**config.mk**
```make
export PLATFORM = sky130hd
export DESIGN_NAME = render_frame_sequencer
export DESIGN_NICKNAME = d
export VERILOG_FILES = /design/src/rtl/render_frame_sequencer.sv
export SDC_FILE = /design/constraint.sdc
export NUM_CORES = 1
export LEC_CHECK = 0
export ABC_AREA = 0
export BUFFER_PORTS_ARGS = -buffer_cell sky130_fd_sc_hd__buf_2
export CAP_MARGIN = 20
export CORE_UTILIZATION = 30
export DETAILED_ROUTE_END_ITERATION = 6
export RECOVER_POWER = 50
export SLEW_MARGIN = 20
export SYNTH_ARGS = -nofsm -noshare
export SYNTH_HDL_FRONTEND = slang
export SYNTH_SLANG_ARGS = --single-unit
export TNS_END_PERCENT = 5
```
**constraint.sdc**
```tcl
create_clock -name clk -period 2.25 [get_ports clk]
set_input_delay 0.45 -clock clk [delete_from_list [all_inputs] [get_ports clk]]
set_output_delay 0.45 -clock clk [all_outputs]
set_load 0.005 [all_outputs]
```
**src/rtl/render_frame_sequencer.sv**
```systemverilog
// Per-frame controller for the render clock domain. It runs each frame in order:
// swap, clear/start, camera pulse, then feeder kick. It also tracks rotation angles and overrun drops.
module render_frame_sequencer #(
   parameter int ANGLE_BITS     = 8,
   parameter int TIMEOUT_CYCLES = 2_000_000,
   parameter int DROP_CNT_W     = 16,
   parameter int GUARD_CYCLES   = 2
) (
   input  logic                  clk,
   input  logic                  rst_n,
   input  logic                  frame_start,
   input  logic [2:0]            rot_en,
   input  logic                  rm_busy,
   input  logic                  feeder_busy,
   output logic                  begin_frame,
   output logic                  cam_valid,
   output logic                  feeder_begin,
   output logic                  fb_swap,
   output logic [ANGLE_BITS-1:0] ang_x,
   output logic [ANGLE_BITS-1:0] ang_y,
   output logic [ANGLE_BITS-1:0] ang_z,
   output logic                  frame_dropped,
   output logic [DROP_CNT_W-1:0] drop_count,
   output logic                  timeout,
   output logic                  seq_busy
);

   localparam int TW = $clog2(TIMEOUT_CYCLES + 1);
   localparam int GW = $clog2(GUARD_CYCLES + 2);
   localparam logic [TW-1:0] TMO_LAST  = TW'(TIMEOUT_CYCLES - 1);
   localparam logic [GW-1:0] GUARD_END = GW'(GUARD_CYCLES);

   typedef enum logic [2:0] {
      ST_IDLE,
      ST_CAM,
      ST_FEED,
      ST_WAIT,
      ST_DONE
   } state_t;

   state_t                state_q, state_d;
   logic                  begin_frame_q, begin_frame_d;
   logic                  cam_valid_q, cam_valid_d;
   logic                  feeder_begin_q, feeder_begin_d;
   logic                  fb_swap_q, fb_swap_d;
   logic                  frame_dropped_q, frame_dropped_d;
   logic                  timeout_q, timeout_d;
   logic                  seq_busy_q, seq_busy_d;
   logic                  frame_valid_q, frame_valid_d;
   logic [ANGLE_BITS-1:0] ang_x_q, ang_x_d;
   logic [ANGLE_BITS-1:0] ang_y_q, ang_y_d;
   logic [ANGLE_BITS-1:0] ang_z_q, ang_z_d;
   logic [DROP_CNT_W-1:0] drop_count_q, drop_count_d;
   logic [TW-1:0]         tmo_cnt_q, tmo_cnt_d;
   logic [GW-1:0]         guard_cnt_q, guard_cnt_d;

   logic wait_ok;
   logic wait_tmo;
   logic frame_end;
   logic accept;
   logic drop;

   always_ff @(posedge clk or negedge rst_n) begin
      if (!rst_n) begin
         state_q         <= ST_IDLE;
         begin_frame_q   <= 1'b0;
         cam_valid_q     <= 1'b0;
         feeder_begin_q  <= 1'b0;
         fb_swap_q       <= 1'b0;
         frame_dropped_q <= 1'b0;
         timeout_q       <= 1'b0;
         seq_busy_q      <= 1'b0;
         frame_valid_q   <= 1'b0;
         ang_x_q         <= '0;
         ang_y_q         <= '0;
         ang_z_q         <= '0;
         drop_count_q    <= '0;
         tmo_cnt_q       <= '0;
         guard_cnt_q     <= '0;
      end else begin
         state_q         <= state_d;
         begin_frame_q   <= begin_frame_d;
         cam_valid_q     <= cam_valid_d;
         feeder_begin_q  <= feeder_begin_d;
         fb_swap_q       <= fb_swap_d;
         frame_dropped_q <= frame_dropped_d;
         timeout_q       <= timeout_d;
         seq_busy_q      <= seq_busy_d;
         frame_valid_q   <= frame_valid_d;
         ang_x_q         <= ang_x_d;
         ang_y_q         <= ang_y_d;
         ang_z_q         <= ang_z_d;
         drop_count_q    <= drop_count_d;
         tmo_cnt_q       <= tmo_cnt_d;
         guard_cnt_q     <= guard_cnt_d;
      end
   end

   // A start coinciding with WAIT completion or timeout is accepted, not dropped.
   always_comb begin
      wait_ok   = (state_q == ST_WAIT) && (guard_cnt_q >= GUARD_END) && !rm_busy && !feeder_busy;
      wait_tmo  = (state_q == ST_WAIT) && !wait_ok && (tmo_cnt_q == TMO_LAST);
      frame_end = wait_ok || wait_tmo;
      accept    = frame_start && ((state_q == ST_IDLE) || (state_q == ST_DONE) || frame_end);
      drop      = frame_start && !accept;

      state_d = state_q;
      case (state_q)
         ST_IDLE, ST_DONE: if (frame_start) state_d = ST_CAM;
         ST_CAM:           state_d = ST_FEED;
         ST_FEED:          state_d = ST_WAIT;
         ST_WAIT:          if (frame_end) state_d = frame_start ? ST_CAM : ST_DONE;
         default:          state_d = ST_IDLE;
      endcase
   end

   always_comb begin
      begin_frame_d   = accept;
      cam_valid_d     = accept;
      fb_swap_d       = accept && (frame_valid_q || frame_end);
      feeder_begin_d  = (state_q == ST_CAM);
      timeout_d       = wait_tmo;
      frame_dropped_d = drop;
      seq_busy_d      = (state_d == ST_CAM) || (state_d == ST_FEED) || (state_d == ST_WAIT);

      frame_valid_d = frame_valid_q;
      if (frame_end) frame_valid_d = 1'b1;
      if (accept)    frame_valid_d = 1'b0;

      ang_x_d = ang_x_q;
      ang_y_d = ang_y_q;
      ang_z_d = ang_z_q;
      if (accept) begin
         if (rot_en[0]) ang_x_d = ang_x_q + ANGLE_BITS'(1);
         if (rot_en[1]) ang_y_d = ang_y_q + ANGLE_BITS'(1);
         if (rot_en[2]) ang_z_d = ang_z_q + ANGLE_BITS'(1);
      end

      drop_count_d = drop_count_q;
      if (drop && (drop_count_q != '1)) drop_count_d = drop_count_q + DROP_CNT_W'(1);

      // Both WAIT counters saturate so they never wrap while the frame lingers.
      tmo_cnt_d   = tmo_cnt_q;
      guard_cnt_d = guard_cnt_q;
      if (state_q == ST_FEED) begin
         tmo_cnt_d   = '0;
         guard_cnt_d = '0;
      end else if (state_q == ST_WAIT) begin
         if (tmo_cnt_q != TMO_LAST)    tmo_cnt_d   = tmo_cnt_q + TW'(1);
         if (guard_cnt_q < GUARD_END)  guard_cnt_d = guard_cnt_q + GW'(1);
      end
   end

   assign begin_frame   = begin_frame_q;
   assign cam_valid     = cam_valid_q;
   assign feeder_begin  = feeder_begin_q;
   assign fb_swap       = fb_swap_q;
   assign frame_dropped = frame_dropped_q;
   assign timeout       = timeout_q;
   assign seq_busy      = seq_busy_q;
   assign ang_x         = ang_x_q;
   assign ang_y         = ang_y_q;
   assign ang_z         = ang_z_q;
   assign drop_count    = drop_count_q;

endmodule

```
* After elaboration in Yosys (flattened, before gate mapping)
Index checks and enable logic that the tools add are counted.
** Operators by class
- Add/sub/neg operators :: 6
- $lt $le $gt $ge :: 2
- Eq/ne operators :: 10
- Mux-type cells :: 12
- Reductions and logical operators :: 30
** Operators with widths (number)
- 21-bit 2-to-1 mux :: 3
- 8-bit by 1-bit adder with 8-bit output, second input constant :: 3
- 21-bit by 1-bit adder with 21-bit output, second input constant :: 1
- 21-bit == test, second input constant :: 1
- 21-bit inequality test, second input constant :: 1
- 16-bit by 1-bit adder with 16-bit output, second input constant :: 1
- 16-bit inequality test, second input constant :: 1
- 3-bit by 2-bit == test with 1-bit output, second input constant :: 4
- 3-bit case mux with 4 select lines :: 1
- 2-bit AND reduction :: 5
- 1-bit logical AND :: 9
- 3-bit 2-to-1 mux :: 3
- 2-bit nonzero test :: 4
- 3-bit by 1-bit == test with 1-bit output, second input constant :: 2
- 1-bit logical OR :: 6
- 2-bit 2-to-1 mux :: 3
- 1-bit logical NOT :: 4
- 3-bit == test, second input constant :: 1
- 3-bit logical NOT :: 1
- 2-bit by 1-bit adder with 2-bit output, second input constant :: 1
- 2-bit >= comparator, second input constant :: 1
- 2-bit < comparator, second input constant :: 1
- 1-bit 2-to-1 mux :: 2
- 2-bit OR reduction :: 1
** Word-level totals
- Flip-flop bits (word level) :: 73
- Output and inout bits :: 47

* Longest topological paths before layout
Gate-level depths: netlist of the first run.
- Depth in word-level cells :: 13
- Depth in mapped cells :: 8

* Least setup slack after synthesis of the first run
OpenSTA, ideal clock, no wires.
- Kind :: reg2reg
- From :: reg guard_cnt_q[0]
- To :: reg drop_count_q[10], in the netlist drop_count[10]
- Library setup time :: 0.125 ns
- Arrival time :: 1.820 ns
- Setup slack :: 0.305 ns
- Cell stages (with the launch flop) :: 8
- Buffers on the path :: 0
- Cells stage by stage :: dfrtp_1 inv_1 ha_1 or2_2 a31oi_4 o211ai_2 nor3_1 mux2_2
** Between the ends
- Cells in the longest elaborated chain, start to end :: 13
** Ends and longest elaborated chain
- from (decl) :: RTL line 55 : logic [GW-1:0] guard_cnt_q, guard_cnt_d;
- from (signal assigned) :: RTL line 95 : guard_cnt_q <= guard_cnt_d;
- 2-bit >= comparator (*) :: RTL line 101 : wait_ok = (state_q == ST_WAIT) && (guard_cnt_q >= GUARD_END) && !rm_busy && !feeder_busy;
- 1-bit logical AND (*) (3 in series) :: RTL line 101
- 1-bit logical NOT :: RTL line 102 : wait_tmo = (state_q == ST_WAIT) && !wait_ok && (tmo_cnt_q == TMO_LAST);
- 1-bit logical AND (2 in series) :: RTL line 102
- 1-bit logical OR (*) :: RTL line 103 : frame_end = wait_ok || wait_tmo;
- 1-bit logical OR (*) :: RTL line 104 : accept = frame_start && ((state_q == ST_IDLE) || (state_q == ST_DONE) || frame_end);
- 1-bit logical AND (*) :: RTL line 104
- 1-bit logical NOT (*) :: RTL line 105 : drop = frame_start && !accept;
- 1-bit logical AND (*) :: RTL line 105
- 1-bit logical AND (*) :: RTL line 140 : if (drop && (drop_count_q != '1)) drop_count_d = drop_count_q + DROP_CNT_W'(1);
- to (signal assigned) :: RTL line 93 : drop_count_q <= drop_count_d;
- to (decl) :: RTL line 53 : logic [DROP_CNT_W-1:0] drop_count_q, drop_count_d;
Every way passes the cells marked *; elsewhere a longest branch is shown, timed or not.
A chain may end at the register's enable or synchronous reset.

* Worst setup path in the final report of the first run
Same ends and word-level chain as after synthesis.

==> results of run 1 <==
## power groups by stage
stage	logic, W	clock network, W	registers, W
after floorplan	0.000791	0	0.00180
after global placement	0.00117	0	0.00182
after detailed placement	0.00120	0	0.00183
after CTS	0.00121	0.00161	0.00181
after global routing	0.00133	0.00167	0.00186
final	0.00118	0.00156	0.00181
## sequential cells by signal, indices dropped and copies added, names as in the netlist
signal	flops
timeout	1
seq_busy	1
frame_valid_q	1
tmo_cnt_q	21
ang_y	8
cam_valid	1
fb_swap	1
guard_cnt_q	2
ang_x	8
feeder_begin	1
state_q	3
ang_z	8
drop_count	16
frame_dropped	1
## final timing paths
check / startpoint / endpoint / slack [ns] / cells past startpoint
min in group clk: frame_start / state_q[2] / 0.41 / 2
hold reg to reg: ang_x[7] / ang_x[7] / 0.47 / 1
hold / removal: rst_n / tmo_cnt_q[0] / 0.24 / 1
max in group asynchronous: rst_n / tmo_cnt_q[20] / 0.60 / 2
setup / recovery: guard_cnt_q[0] / drop_count[10] / 0.16 / 7
setup reg to reg: guard_cnt_q[0] / drop_count[10] / 0.16 / 7
## cells in the mapped netlist (all sizes together) (3+ instances only)
| library cell | n |
|---|---|
| nand3 | 29 |
| buf | 8 |
| mux2 | 7 |
| a21oi | 9 |
| nand4 | 15 |
| a31oi | 6 |
| and2 | 6 |
| dfrtp | 73 |
| a22o | 3 |
| o21ai | 7 |
| nor3 | 12 |
| and4 | 5 |
| xor2 | 3 |
| and3 | 22 |
| ha | 6 |
| clkbuf | 5 |
| xnor2 | 44 |
| inv | 8 |
| nand2 | 21 |
| nor2 | 29 |
## critical path, cell delays in order (launching register included)
cell	delay [ns]
sky130_fd_sc_hd__dfrtp_1	0.36
sky130_fd_sc_hd__inv_1	0.06
sky130_fd_sc_hd__ha_1	0.18
sky130_fd_sc_hd__or2_2	0.31
sky130_fd_sc_hd__a31oi_4	0.25
sky130_fd_sc_hd__o211ai_2	0.21
sky130_fd_sc_hd__nor3_1	0.26
sky130_fd_sc_hd__mux2_2	0.36
## routing by layer
layer / routed length, um / vias up / GRT usage [%]
met4: 164 / 0 / 6.04
met2: 3640 / 55 / 21.3
li1: - / 1323 / -
met3: 330 / 14 / 3.78
met5: 0 / - / 0
met1: 3650 / 1323 / 17.7
## layout make-up
cell class / instances / share of cell area (%)
sequential: 73 / 41.3
timing repair buffer: 62 / 7.52
tap: 147 / 4.15
clock inverter: 4 / 1.67
clock buffer: 12 / 5.79
multi-input combinational: 248 / 38.9
inverter: 8 / 0.678
## logic make-up after synthesis
group | after synthesis
AND/OR/NAND/NOR | 153
flip-flops | 73
XOR/XNOR | 47
AO/OA/AOI/OAI | 33
buffers and inverters | 21
multiplexers | 9
adder cells (fa/ha/maj) | 6
## per-stage QoR
stage	instances	power (W)
2_1_floorplan	342	0.00260
3_3_place_gp	538	0.00299
3_5_place_dp	538	0.00303
4_1_cts	554	0.00463
5_1_grt	554	0.00485
6_report	554	0.00455
==> impl_metrics.prom, run 1 <==
# TYPE chip_impl_metric gauge
chip_impl_metric{name="final_area",unit="mm2"} 0.00443
chip_impl_metric{name="drc",unit=""} 0
chip_impl_metric{name="grt_first_pass_wirelength",unit="um"} 13600
chip_impl_metric{name="p_comb_share",unit="%"} 25.9
chip_impl_info{name="clock_root_buffer",value="sky130_fd_sc_hd__clkbuf_16"} 1
chip_impl_info{name="category_of_the_worst_setup_path_launch_point",value="flip-flop"} 1
chip_impl_metric{name="required",unit="ns"} 2.46
chip_impl_info{name="critical_path.endpoint_type",value="flip-flop"} 1
chip_impl_metric{name="synth-seq-area-share",unit="%"} 49.8
chip_impl_metric{name="worst_skew_pair.late_latency",unit="ns"} 0.33
chip_impl_metric{name="placed_area",unit="mm2"} 0.00412
chip_impl_metric{name="tns",unit="ns"} 0
chip_impl_info{name="run_status",value="finished, final reports clean"} 1
chip_impl_metric{name="synth_edf_count",unit=""} 0
chip_impl_metric{name="detail_route.first_pass.iterations",unit=""} 4
chip_impl_metric{name="num_io_pins",unit=""} 55
chip_impl_metric{name="coreArea",unit="mm2"} 0.0120
chip_impl_metric{name="power_per_cell_area",unit="mW/mm2"} 1030
chip_impl_metric{name="multi_input_comb_area",unit="mm2"} 0.00172
chip_impl_metric{name="worst-slew-pin-transition",unit="ns"} 0.927
chip_impl_info{name="mostFrequentLayoutCell",value="sky130_fd_sc_hd__dfrtp_1"} 1
chip_impl_metric{name="slew_viol_final",unit=""} 0
chip_impl_metric{name="hpwlAfterDp",unit="um"} 5600
chip_impl_metric{name="io_buffer_count",unit=""} 54
chip_impl_metric{name="final_critical_path_setup_slack",unit="ns"} 0.157
chip_impl_info{name="class_of_the_tightest_hold_or_removal_check",value="input port to async pin"} 1
chip_impl_metric{name="cts_post_setup_buffers_inserted",unit=""} 0
chip_impl_metric{name="adder_cell_share_of_the_synthesized_area",unit="%"} 2.05
chip_impl_metric{name="number_of_instances_in_the_synthesized_netlist",unit=""} 342
chip_impl_metric{name="number_of_drc_markers_after_the_initial_detailed_route_iteration",unit=""} 148
chip_impl_metric{name="post_synth.cell_area_avg",unit="um2"} 10.7
chip_impl_info{name="ys_dominant_reg_cell",value="sky130_fd_sc_hd__dfrtp_1"} 1
chip_impl_metric{name="grt_max_degree",unit=""} 39
chip_impl_metric{name="power.share.clock",unit="%"} 34.3
chip_impl_metric{name="whs",unit="ns"} 0.236
chip_impl_info{name="critical_path_class",value="flip-flop to flip-flop"} 1
chip_impl_metric{name="drtAntennaViolNets",unit=""} 0
chip_impl_metric{name="die_x",unit="um"} 113
chip_impl_metric{name="ir_worst_vdd",unit="V"} 0.000558
chip_impl_metric{name="cts_max_level",unit=""} 3
chip_impl_metric{name="totalWireLength",unit="um"} 7790
chip_impl_metric{name="n_antenna_cell",unit=""} 0
chip_impl_metric{name="yosys.area_share.simple",unit="%"} 24.0
chip_impl_metric{name="p_leak",unit="nW"} 2.07
chip_impl_metric{name="grt.overflow.total",unit=""} 0
chip_impl_metric{name="flow.area_growth_from_synthesis",unit="%"} 20.8
chip_impl_metric{name="min_period_over_period",unit="%"} 93.0
chip_impl_metric{name="synth-seq-cells",unit=""} 73
chip_impl_metric{name="finalHoldViolations",unit=""} 0
chip_impl_metric{name="critical_path_peak_fanout",unit=""} 6
chip_impl_info{name="synth_top_family_by_area",value="simple AND/OR/NAND/NOR gates"} 1
chip_impl_metric{name="critPathArrivalTime",unit="ns"} 2.31
chip_impl_metric{name="final_nets",unit=""} 416
chip_impl_metric{name="route.detailed.wl_per_inst",unit="um"} 14.1
chip_impl_metric{name="period_needed",unit="ns"} 2.09
chip_impl_metric{name="postSynthNetCount",unit=""} 356
chip_impl_metric{name="switching_power",unit="W"} 0.00143
chip_impl_metric{name="drive_gt1_share",unit="%"} 22.1
chip_impl_metric{name="timing.fmax",unit="MHz"} 478
chip_impl_metric{name="final_core_util",unit="%"} 37.0
chip_impl_metric{name="dp_worst_setup_slack",unit="ns"} 0.153
chip_impl_metric{name="dieArea",unit="mm2"} 0.0127
chip_impl_metric{name="sequentialPowerShare",unit="%"} 39.7
chip_impl_metric{name="cts-hold-fix-buffers",unit=""} 0
chip_impl_metric{name="fp.dieH",unit="um"} 113
chip_impl_metric{name="yosys.area_share.xor_xnor",unit="%"} 11.2
chip_impl_metric{name="core.rowCount",unit=""} 40
chip_impl_metric{name="route.vias.total",unit=""} 2715
chip_impl_metric{name="cts_buffers",unit=""} 9
chip_impl_metric{name="cts.clk_slew.worst_paths",unit="ns"} 0.06
chip_impl_metric{name="setup-violations-final",unit=""} 0
chip_impl_metric{name="yosys-mux-area-fraction",unit="%"} 2.70
chip_impl_metric{name="layout.area.seq",unit="mm2"} 0.00183
chip_impl_metric{name="worst_slew_margin_rel",unit="%"} 38.2
chip_impl_metric{name="power_switching_share",unit="%"} 31.4
chip_impl_metric{name="post_dr_vias_cell",unit=""} 4.90
chip_impl_metric{name="globalRouteTotalUtil",unit="%"} 13.6
chip_impl_info{name="unrepaired_setup_endpoints_after_global_routing",value="false"} 1
chip_impl_metric{name="async_flop_share",unit="%"} 100
chip_impl_metric{name="fillerInstances",unit=""} 1151
chip_impl_metric{name="clock_sinks",unit=""} 73
chip_impl_metric{name="timing.clock.skew",unit="ns"} 0.00586
chip_impl_metric{name="synth_warnings",unit=""} 0
chip_impl_metric{name="internal_power",unit="W"} 0.00312
chip_impl_metric{name="start_util",unit="%"} 30.6
chip_impl_metric{name="first_global_vias",unit=""} 2726
chip_impl_metric{name="maxCapViolCount",unit=""} 0
chip_impl_metric{name="cts_resized",unit=""} 0
chip_impl_metric{name="ctsLongestPathBuffers",unit=""} 2
chip_impl_metric{name="yosysUniqueCellTypes",unit=""} 48
chip_impl_info{name="mostFrequentLayoutCells",value="sky130_fd_sc_hd__dfrtp_1, sky130_fd_sc_hd__buf_2, sky130_fd_sc_hd__xnor2_1, sky130_fd_sc_hd__nor2_1, sky130_fd_sc_hd__nand3_1"} 1
chip_impl_metric{name="antenna_found_initial",unit=""} 0
chip_impl_metric{name="synth_compound_area_share",unit="%"} 7.10
chip_impl_metric{name="synthDominantCellAreaShare",unit="%"} 49.8
chip_impl_metric{name="syn-cell-area",unit="mm2"} 0.00366
chip_impl_metric{name="finalWeightedCongestion",unit=""} 0.788
chip_impl_info{name="synth.largest_area_cell",value="sky130_fd_sc_hd__dfrtp_1"} 1
chip_impl_info{name="synth_area_leaders",value="sky130_fd_sc_hd__dfrtp_1, sky130_fd_sc_hd__xnor2_1, sky130_fd_sc_hd__nand3_1"} 1
chip_impl_info{name="tritoncts",value="done"} 1
No activity file was read; power rests on OpenSTA's default activity.
==> run 2: changes to the inputs <==
--- a/config.mk
+++ b/config.mk
@@ -8,7 +8,7 @@
 export ABC_AREA = 0
 export BUFFER_PORTS_ARGS = -buffer_cell sky130_fd_sc_hd__buf_2
 export CAP_MARGIN = 20
-export CORE_UTILIZATION = 30
+export CORE_UTILIZATION = 44
 export DETAILED_ROUTE_END_ITERATION = 6
 export RECOVER_POWER = 50
 export SLEW_MARGIN = 20
==> impl_metrics.prom, run 2 (synthesis gave the netlist of run 1 again) <==
# TYPE chip_impl_metric gauge
chip_impl_info{name="critical_path.endpoint_type",value="flip-flop"} 1
chip_impl_metric{name="dieArea",unit="mm2"} 0.00870
chip_impl_metric{name="post_dr_vias_cell",unit=""} 5.31
chip_impl_metric{name="cts_buffers",unit=""} 9
chip_impl_info{name="unrepaired_setup_endpoints_after_global_routing",value="true"} 1
chip_impl_metric{name="worst-slew-pin-transition",unit="ns"} 0.943
chip_impl_metric{name="worst_skew_pair.late_latency",unit="ns"} 0.35
chip_impl_metric{name="coreArea",unit="mm2"} 0.00789
chip_impl_metric{name="timing.fmax",unit="MHz"} 466
chip_impl_metric{name="num_io_pins",unit=""} 55
chip_impl_metric{name="cts.clk_slew.worst_paths",unit="ns"} 0.08
chip_impl_metric{name="drc",unit=""} 0
chip_impl_metric{name="ctsLongestPathBuffers",unit=""} 2
chip_impl_metric{name="p_leak",unit="nW"} 2.01
chip_impl_info{name="regMostFlops",value="tmo_cnt_q"} 1
chip_impl_metric{name="placed_area",unit="mm2"} 0.00409
chip_impl_metric{name="final_critical_path_setup_slack",unit="ns"} 0.105
chip_impl_metric{name="start_util",unit="%"} 46.5
chip_impl_metric{name="drtAntennaViolNets",unit=""} 0
chip_impl_metric{name="largest_register_ffs",unit=""} 21
chip_impl_metric{name="grt.overflow.total",unit=""} 0
chip_impl_metric{name="final_area",unit="mm2"} 0.00425
chip_impl_info{name="critical_path_class",value="flip-flop to flip-flop"} 1
chip_impl_metric{name="power_per_cell_area",unit="mW/mm2"} 934
chip_impl_info{name="category_of_the_worst_setup_path_launch_point",value="flip-flop"} 1
chip_impl_metric{name="cts-hold-fix-buffers",unit=""} 0
chip_impl_metric{name="drive_gt1_share",unit="%"} 22.7
chip_impl_metric{name="io_buffer_count",unit=""} 54
chip_impl_metric{name="route.vias.total",unit=""} 2719
chip_impl_metric{name="flow.area_growth_from_synthesis",unit="%"} 16.0
chip_impl_metric{name="required",unit="ns"} 2.49
chip_impl_info{name="worst_setup_path_startpoint",value="guard_cnt_q[0]"} 1
chip_impl_metric{name="core.rowCount",unit=""} 32
chip_impl_metric{name="critPathArrivalTime",unit="ns"} 2.38
chip_impl_metric{name="totalWireLength",unit="um"} 7400
chip_impl_metric{name="min_period_over_period",unit="%"} 95.3
chip_impl_metric{name="final_core_util",unit="%"} 53.9
chip_impl_metric{name="period_needed",unit="ns"} 2.14
chip_impl_metric{name="whs",unit="ns"} 0.208
chip_impl_metric{name="cts_max_level",unit=""} 3
chip_impl_metric{name="maxCapViolCount",unit=""} 0
chip_impl_metric{name="route.detailed.wl_per_inst",unit="um"} 14.5
chip_impl_metric{name="ir_worst_vdd",unit="V"} 0.000569
chip_impl_metric{name="fp.dieH",unit="um"} 93.3
chip_impl_metric{name="slew_viol_final",unit=""} 0
chip_impl_metric{name="grt_max_degree",unit=""} 39
chip_impl_metric{name="antenna_found_initial",unit=""} 0
chip_impl_metric{name="fillerInstances",unit=""} 693
chip_impl_info{name="clock_root_buffer",value="sky130_fd_sc_hd__clkbuf_8"} 1
chip_impl_metric{name="number_of_drc_markers_after_the_initial_detailed_route_iteration",unit=""} 116
chip_impl_info{name="run_status",value="finished, final reports clean"} 1
chip_impl_info{name="critical_path.reg2reg.startpoint",value="guard_cnt_q[0]"} 1
chip_impl_metric{name="die_x",unit="um"} 93.3
chip_impl_metric{name="worst_slew_margin_rel",unit="%"} 37.1
chip_impl_metric{name="detail_route.first_pass.iterations",unit=""} 4
chip_impl_metric{name="dp_worst_setup_slack",unit="ns"} 0.0937
chip_impl_metric{name="setup-violations-final",unit=""} 0
chip_impl_metric{name="n_antenna_cell",unit=""} 0
chip_impl_metric{name="timing.clock.skew",unit="ns"} 0.00947
chip_impl_metric{name="globalRouteTotalUtil",unit="%"} 19.0
chip_impl_metric{name="clock_sinks",unit=""} 73
chip_impl_info{name="mostFrequentLayoutCell",value="sky130_fd_sc_hd__dfrtp_1"} 1
chip_impl_metric{name="finalHoldViolations",unit=""} 0
chip_impl_metric{name="finalWeightedCongestion",unit=""} 0.791
chip_impl_metric{name="final_nets",unit=""} 419
chip_impl_info{name="tritoncts",value="done"} 1
chip_impl_metric{name="grt_first_pass_wirelength",unit="um"} 12800
chip_impl_info{name="class_of_the_tightest_hold_or_removal_check",value="input port to async pin"} 1
chip_impl_metric{name="first_global_vias",unit=""} 2626
chip_impl_info{name="mostFrequentLayoutCells",value="sky130_fd_sc_hd__dfrtp_1, sky130_fd_sc_hd__buf_2, sky130_fd_sc_hd__xnor2_1, sky130_fd_sc_hd__nor2_1, sky130_fd_sc_hd__nand3_1"} 1
chip_impl_metric{name="hpwlAfterDp",unit="um"} 5300
chip_impl_metric{name="critical_path_peak_fanout",unit=""} 7
run 2: stage by stage:
step,total power [W],setup TNS [ns],instances
final,0.00397,0,512
after global routing,0.00425,-0.0103,512
after CTS,0.00401,0,512
after detailed placement,0.00306,0,496
after global placement,0.00302,0,496
after floorplan,0.00260,0,342
run 2: worst paths after layout:
kind,endpoint,slack [ns],depth (start not counted)
max in group asynchronous,drop_count[10],0.60,2
worst max-delay path,drop_count[1],0.11,7
worst max register to register,drop_count[1],0.11,7
min in group clk,state_q[2],0.36,2
worst min-delay path,feeder_begin,0.21,1
worst min register to register,ang_y[7],0.48,1
run 2: worst max-delay path, cell delays in order (launching register included):
cell and delay (ns):
sky130_fd_sc_hd__dfrtp_1 0.38, sky130_fd_sc_hd__inv_1 0.07, sky130_fd_sc_hd__ha_1 0.19, sky130_fd_sc_hd__or2_2 0.30, sky130_fd_sc_hd__a31oi_4 0.29, sky130_fd_sc_hd__o31a_1 0.36, sky130_fd_sc_hd__nand2_2 0.12, sky130_fd_sc_hd__mux2_1 0.31
run 2: power by group:
group / internal [W] / switching (W)
clock network: 0.000432 / 0.000514
registers: 0.00156 / 0.000255
logic: 0.000565 / 0.000650
run 2: layout make-up:
class                           instances  area (um2)  share of cell area, %
Sequential cell                        73        1830                   43.0
Tap cell                              102         128                   3.00
Multi-Input combinational cell        248        1730                   40.8
Clock buffer                           10         138                   3.24
Inverter                                8        30.0                  0.706
Clock inverter                          6        42.5                   1.00
Timing Repair Buffer                   65         354                   8.33
run 2: repair_timing:
item                       in CTS  in global routing
resized for setup               0                  1
setup endpoints to repair       0                  2
setup buffers                   0                  0
run 2: metal layers:
layer	routed length (um)	global-route usage [%]	part of all wire, %
met1	3660	27.5	49
met2	3340	27.4	45
met3	294	4.63	4.0
met4	114	7.56	1.5
met5	0	0	0
==> run 3: changes to the inputs <==
--- a/config.mk
+++ b/config.mk
@@ -8,8 +8,11 @@
 export ABC_AREA = 0
 export BUFFER_PORTS_ARGS = -buffer_cell sky130_fd_sc_hd__buf_2
 export CAP_MARGIN = 20
+export CELL_PAD_IN_SITES_DETAIL_PLACEMENT = 0
+export CELL_PAD_IN_SITES_GLOBAL_PLACEMENT = 1
 export CORE_UTILIZATION = 44
 export DETAILED_ROUTE_END_ITERATION = 6
+export PLACE_DENSITY_LB_ADDON = 0.1
 export RECOVER_POWER = 50
 export SLEW_MARGIN = 20
 export SYNTH_ARGS = -nofsm -noshare
==> impl_metrics.prom, run 3 (synthesis gave the netlist of run 1 again) <==
# TYPE chip_impl_metric gauge
chip_impl_metric{name="timing.hold.worst_path_depth",unit=""} 2
chip_impl_metric{name="period_needed",unit="ns"} 2.06
chip_impl_metric{name="p_comb_share",unit="%"} 29.6
chip_impl_info{name="class_of_the_tightest_hold_or_removal_check",value="input port to flip-flop"} 1
chip_impl_metric{name="cts.clk_slew.worst_paths",unit="ns"} 0.07
chip_impl_metric{name="route.vias.total",unit=""} 2713
chip_impl_metric{name="detail_route.first_pass.iterations",unit=""} 4
chip_impl_metric{name="core.rowCount",unit=""} 32
chip_impl_info{name="mostFrequentLayoutCells",value="sky130_fd_sc_hd__dfrtp_1, sky130_fd_sc_hd__buf_2, sky130_fd_sc_hd__xnor2_1, sky130_fd_sc_hd__nor2_1, sky130_fd_sc_hd__nand3_1"} 1
chip_impl_metric{name="dieArea",unit="mm2"} 0.00870
chip_impl_metric{name="timing.critical_path.depth",unit=""} 9
chip_impl_metric{name="timing.fmax",unit="MHz"} 485
chip_impl_metric{name="slew_viol_final",unit=""} 33
chip_impl_metric{name="layout.area.seq",unit="mm2"} 0.00183
chip_impl_info{name="mostFrequentLayoutCell",value="sky130_fd_sc_hd__dfrtp_1"} 1
chip_impl_metric{name="largest_register_ffs",unit=""} 21
chip_impl_metric{name="crit_buf_inv",unit=""} 3
chip_impl_info{name="crit_chain",value="inv_1 > ha_1 > or2_2 > a31oi_4 > buf_4 > o32ai_4 > buf_12 > nand2_2 > mux2_1"} 1
chip_impl_metric{name="drc",unit=""} 0
chip_impl_info{name="regMostFlops",value="tmo_cnt_q"} 1
chip_impl_metric{name="ff2ff_path_depth",unit=""} 9
chip_impl_metric{name="power_per_cell_area",unit="mW/mm2"} 937
chip_impl_metric{name="fillerInstances",unit=""} 732
chip_impl_metric{name="setup-violations-final",unit=""} 0
chip_impl_metric{name="sequentialPowerShare",unit="%"} 45.5
chip_impl_metric{name="flow.area_growth_from_synthesis",unit="%"} 16.3
chip_impl_metric{name="power.share.clock",unit="%"} 24.9
chip_impl_metric{name="reg2reg_setup_slack",unit="ns"} 0.19
chip_impl_metric{name="grt.overflow.total",unit=""} 0
chip_impl_metric{name="totalWireLength",unit="um"} 7460
chip_impl_metric{name="cts_resized",unit=""} 0
chip_impl_metric{name="worst_skew_pair.late_latency",unit="ns"} 0.34
chip_impl_metric{name="cts-hold-fix-buffers",unit=""} 0
chip_impl_metric{name="clock_sinks",unit=""} 73
chip_impl_metric{name="num_io_pins",unit=""} 55
chip_impl_metric{name="critPathArrivalTime",unit="ns"} 2.28
chip_impl_metric{name="hpwlAfterDp",unit="um"} 5320
chip_impl_metric{name="power_switching_share",unit="%"} 33.7
chip_impl_metric{name="cts_max_level",unit=""} 3
chip_impl_info{name="critical_path.endpoint_type",value="flip-flop"} 1
chip_impl_metric{name="critical_path_peak_fanout",unit=""} 24
chip_impl_metric{name="required",unit="ns"} 2.47
chip_impl_info{name="tritoncts",value="done"} 1
chip_impl_metric{name="cts_buffers",unit=""} 9
chip_impl_metric{name="p_leak",unit="nW"} 2.01
chip_impl_info{name="category_of_the_worst_setup_path_launch_point",value="flip-flop"} 1
chip_impl_metric{name="die_x",unit="um"} 93.3
chip_impl_metric{name="number_of_drc_markers_after_the_initial_detailed_route_iteration",unit=""} 81
chip_impl_metric{name="internal_power",unit="W"} 0.00265
chip_impl_metric{name="tns",unit="ns"} 0
chip_impl_metric{name="dp.cells",unit=""} 496
chip_impl_info{name="critPathSlowestCell",value="sky130_fd_sc_hd__dfrtp_1"} 1
chip_impl_metric{name="timing.clock.skew",unit="ns"} 0.00685
chip_impl_metric{name="drtAntennaViolNets",unit=""} 0
chip_impl_metric{name="start_util",unit="%"} 46.5
chip_impl_metric{name="post_dr_vias_cell",unit=""} 5.30
chip_impl_info{name="critical-path-top-delay-family",value="buffers and inverters"} 1
chip_impl_metric{name="worst-slew-pin-transition",unit="ns"} 1.84
chip_impl_metric{name="cts_post_setup_buffers_inserted",unit=""} 0
chip_impl_metric{name="first_global_vias",unit=""} 2659
chip_impl_metric{name="route.detailed.wl_per_inst",unit="um"} 14.6
chip_impl_metric{name="coreArea",unit="mm2"} 0.00789
chip_impl_metric{name="antenna_found_initial",unit=""} 0
chip_impl_metric{name="maxCapViolCount",unit=""} 1
chip_impl_metric{name="n_antenna_cell",unit=""} 0
chip_impl_metric{name="ctsLongestPathBuffers",unit=""} 2
chip_impl_metric{name="final_cells",unit=""} 512
chip_impl_metric{name="multi_input_comb_area",unit="mm2"} 0.00172
chip_impl_metric{name="finalHoldViolations",unit=""} 0
chip_impl_metric{name="critical-path-max-stage-delay",unit="ns"} 0.37
chip_impl_metric{name="drive_gt1_share",unit="%"} 21.5
chip_impl_metric{name="finalWeightedCongestion",unit=""} 0.774
chip_impl_info{name="critical_path_class",value="flip-flop to flip-flop"} 1
chip_impl_metric{name="grt_max_degree",unit=""} 42
chip_impl_info{name="run_status",value="finished, violations left"} 1
chip_impl_info{name="unrepaired_setup_endpoints_after_global_routing",value="false"} 1
chip_impl_metric{name="grt_first_pass_wirelength",unit="um"} 12900
chip_impl_info{name="clock_root_buffer",value="sky130_fd_sc_hd__clkbuf_8"} 1
chip_impl_metric{name="ir_worst_vdd",unit="V"} 0.000745
chip_impl_metric{name="fp.dieH",unit="um"} 93.3
chip_impl_metric{name="globalRouteTotalUtil",unit="%"} 19.4
chip_impl_metric{name="switching_power",unit="W"} 0.00135
chip_impl_metric{name="worst_slew_margin_rel",unit="%"} -22.7
chip_impl_metric{name="final_nets",unit=""} 419
chip_impl_metric{name="min_period_over_period",unit="%"} 91.6
chip_impl_info{name="violations",value="max-capacitance violations, max-slew violations"} 1
chip_impl_metric{name="io_buffer_count",unit=""} 54
## run 3: changes by cell type in the layout (fill, tap and decap cells not counted), sizes merged
cell,delta
clkinvlp,-2
buf,-1
inv,-1
clkbuf,+4
bufinv,+1
clkinv,-1
## run 3: final timing paths
kind | startpoint | to
max in group asynchronous | rst_n | ang_y[0]
min reg2reg | ang_y[7] | ang_y[7]
min in group asynchronous | rst_n | tmo_cnt_q[1]
min | frame_start | state_q[2]
max reg2reg | guard_cnt_q[0] | ang_y[1]
max | guard_cnt_q[0] | ang_y[1]
## run 3: layout make-up
cell class,instances,share of cell area (%)
Timing Repair Buffer,65,8.54
Clock buffer,13,3.49
Clock inverter,3,0.940
Sequential cell,73,42.9
Inverter,8,0.705
Tap cell,102,2.99
Multi-Input combinational cell,248,40.5
## run 3: metrics by stage
stage	hold slack (ns)	setup slack, ns	total power, W	utilization, %	instance area (um2)
floorplan	0.154	0.305	0.00260	-	3660
global placement	0.426	0.249	0.00302	51.8	4090
detailed placement	0.428	0.185	0.00305	51.8	4090
CTS	0.0529	0.178	0.00406	54.2	4280
global route	0.359	0.0658	0.00428	54.0	4260
finish	0.356	0.190	0.00399	54.0	4260
## run 3: power by group through the flow
stage	registers [W]	logic [W]	clock network [W]
2_1_floorplan	0.00180	0.000791	0
3_3_place_gp	0.00183	0.00119	0
3_5_place_dp	0.00184	0.00122	0
4_1_cts	0.00182	0.00122	0.00102
5_1_grt	0.00186	0.00135	0.00108
6_report	0.00182	0.00118	0.000995
## run 3: layer usage
layer	wire (um)	vias up	GRT usage, %
met2	3410	46	30.8
met4	107	0	8.08
li1	-	1326	-
met3	325	8	4.96
met1	3610	1333	25.3
met5	0	-	0
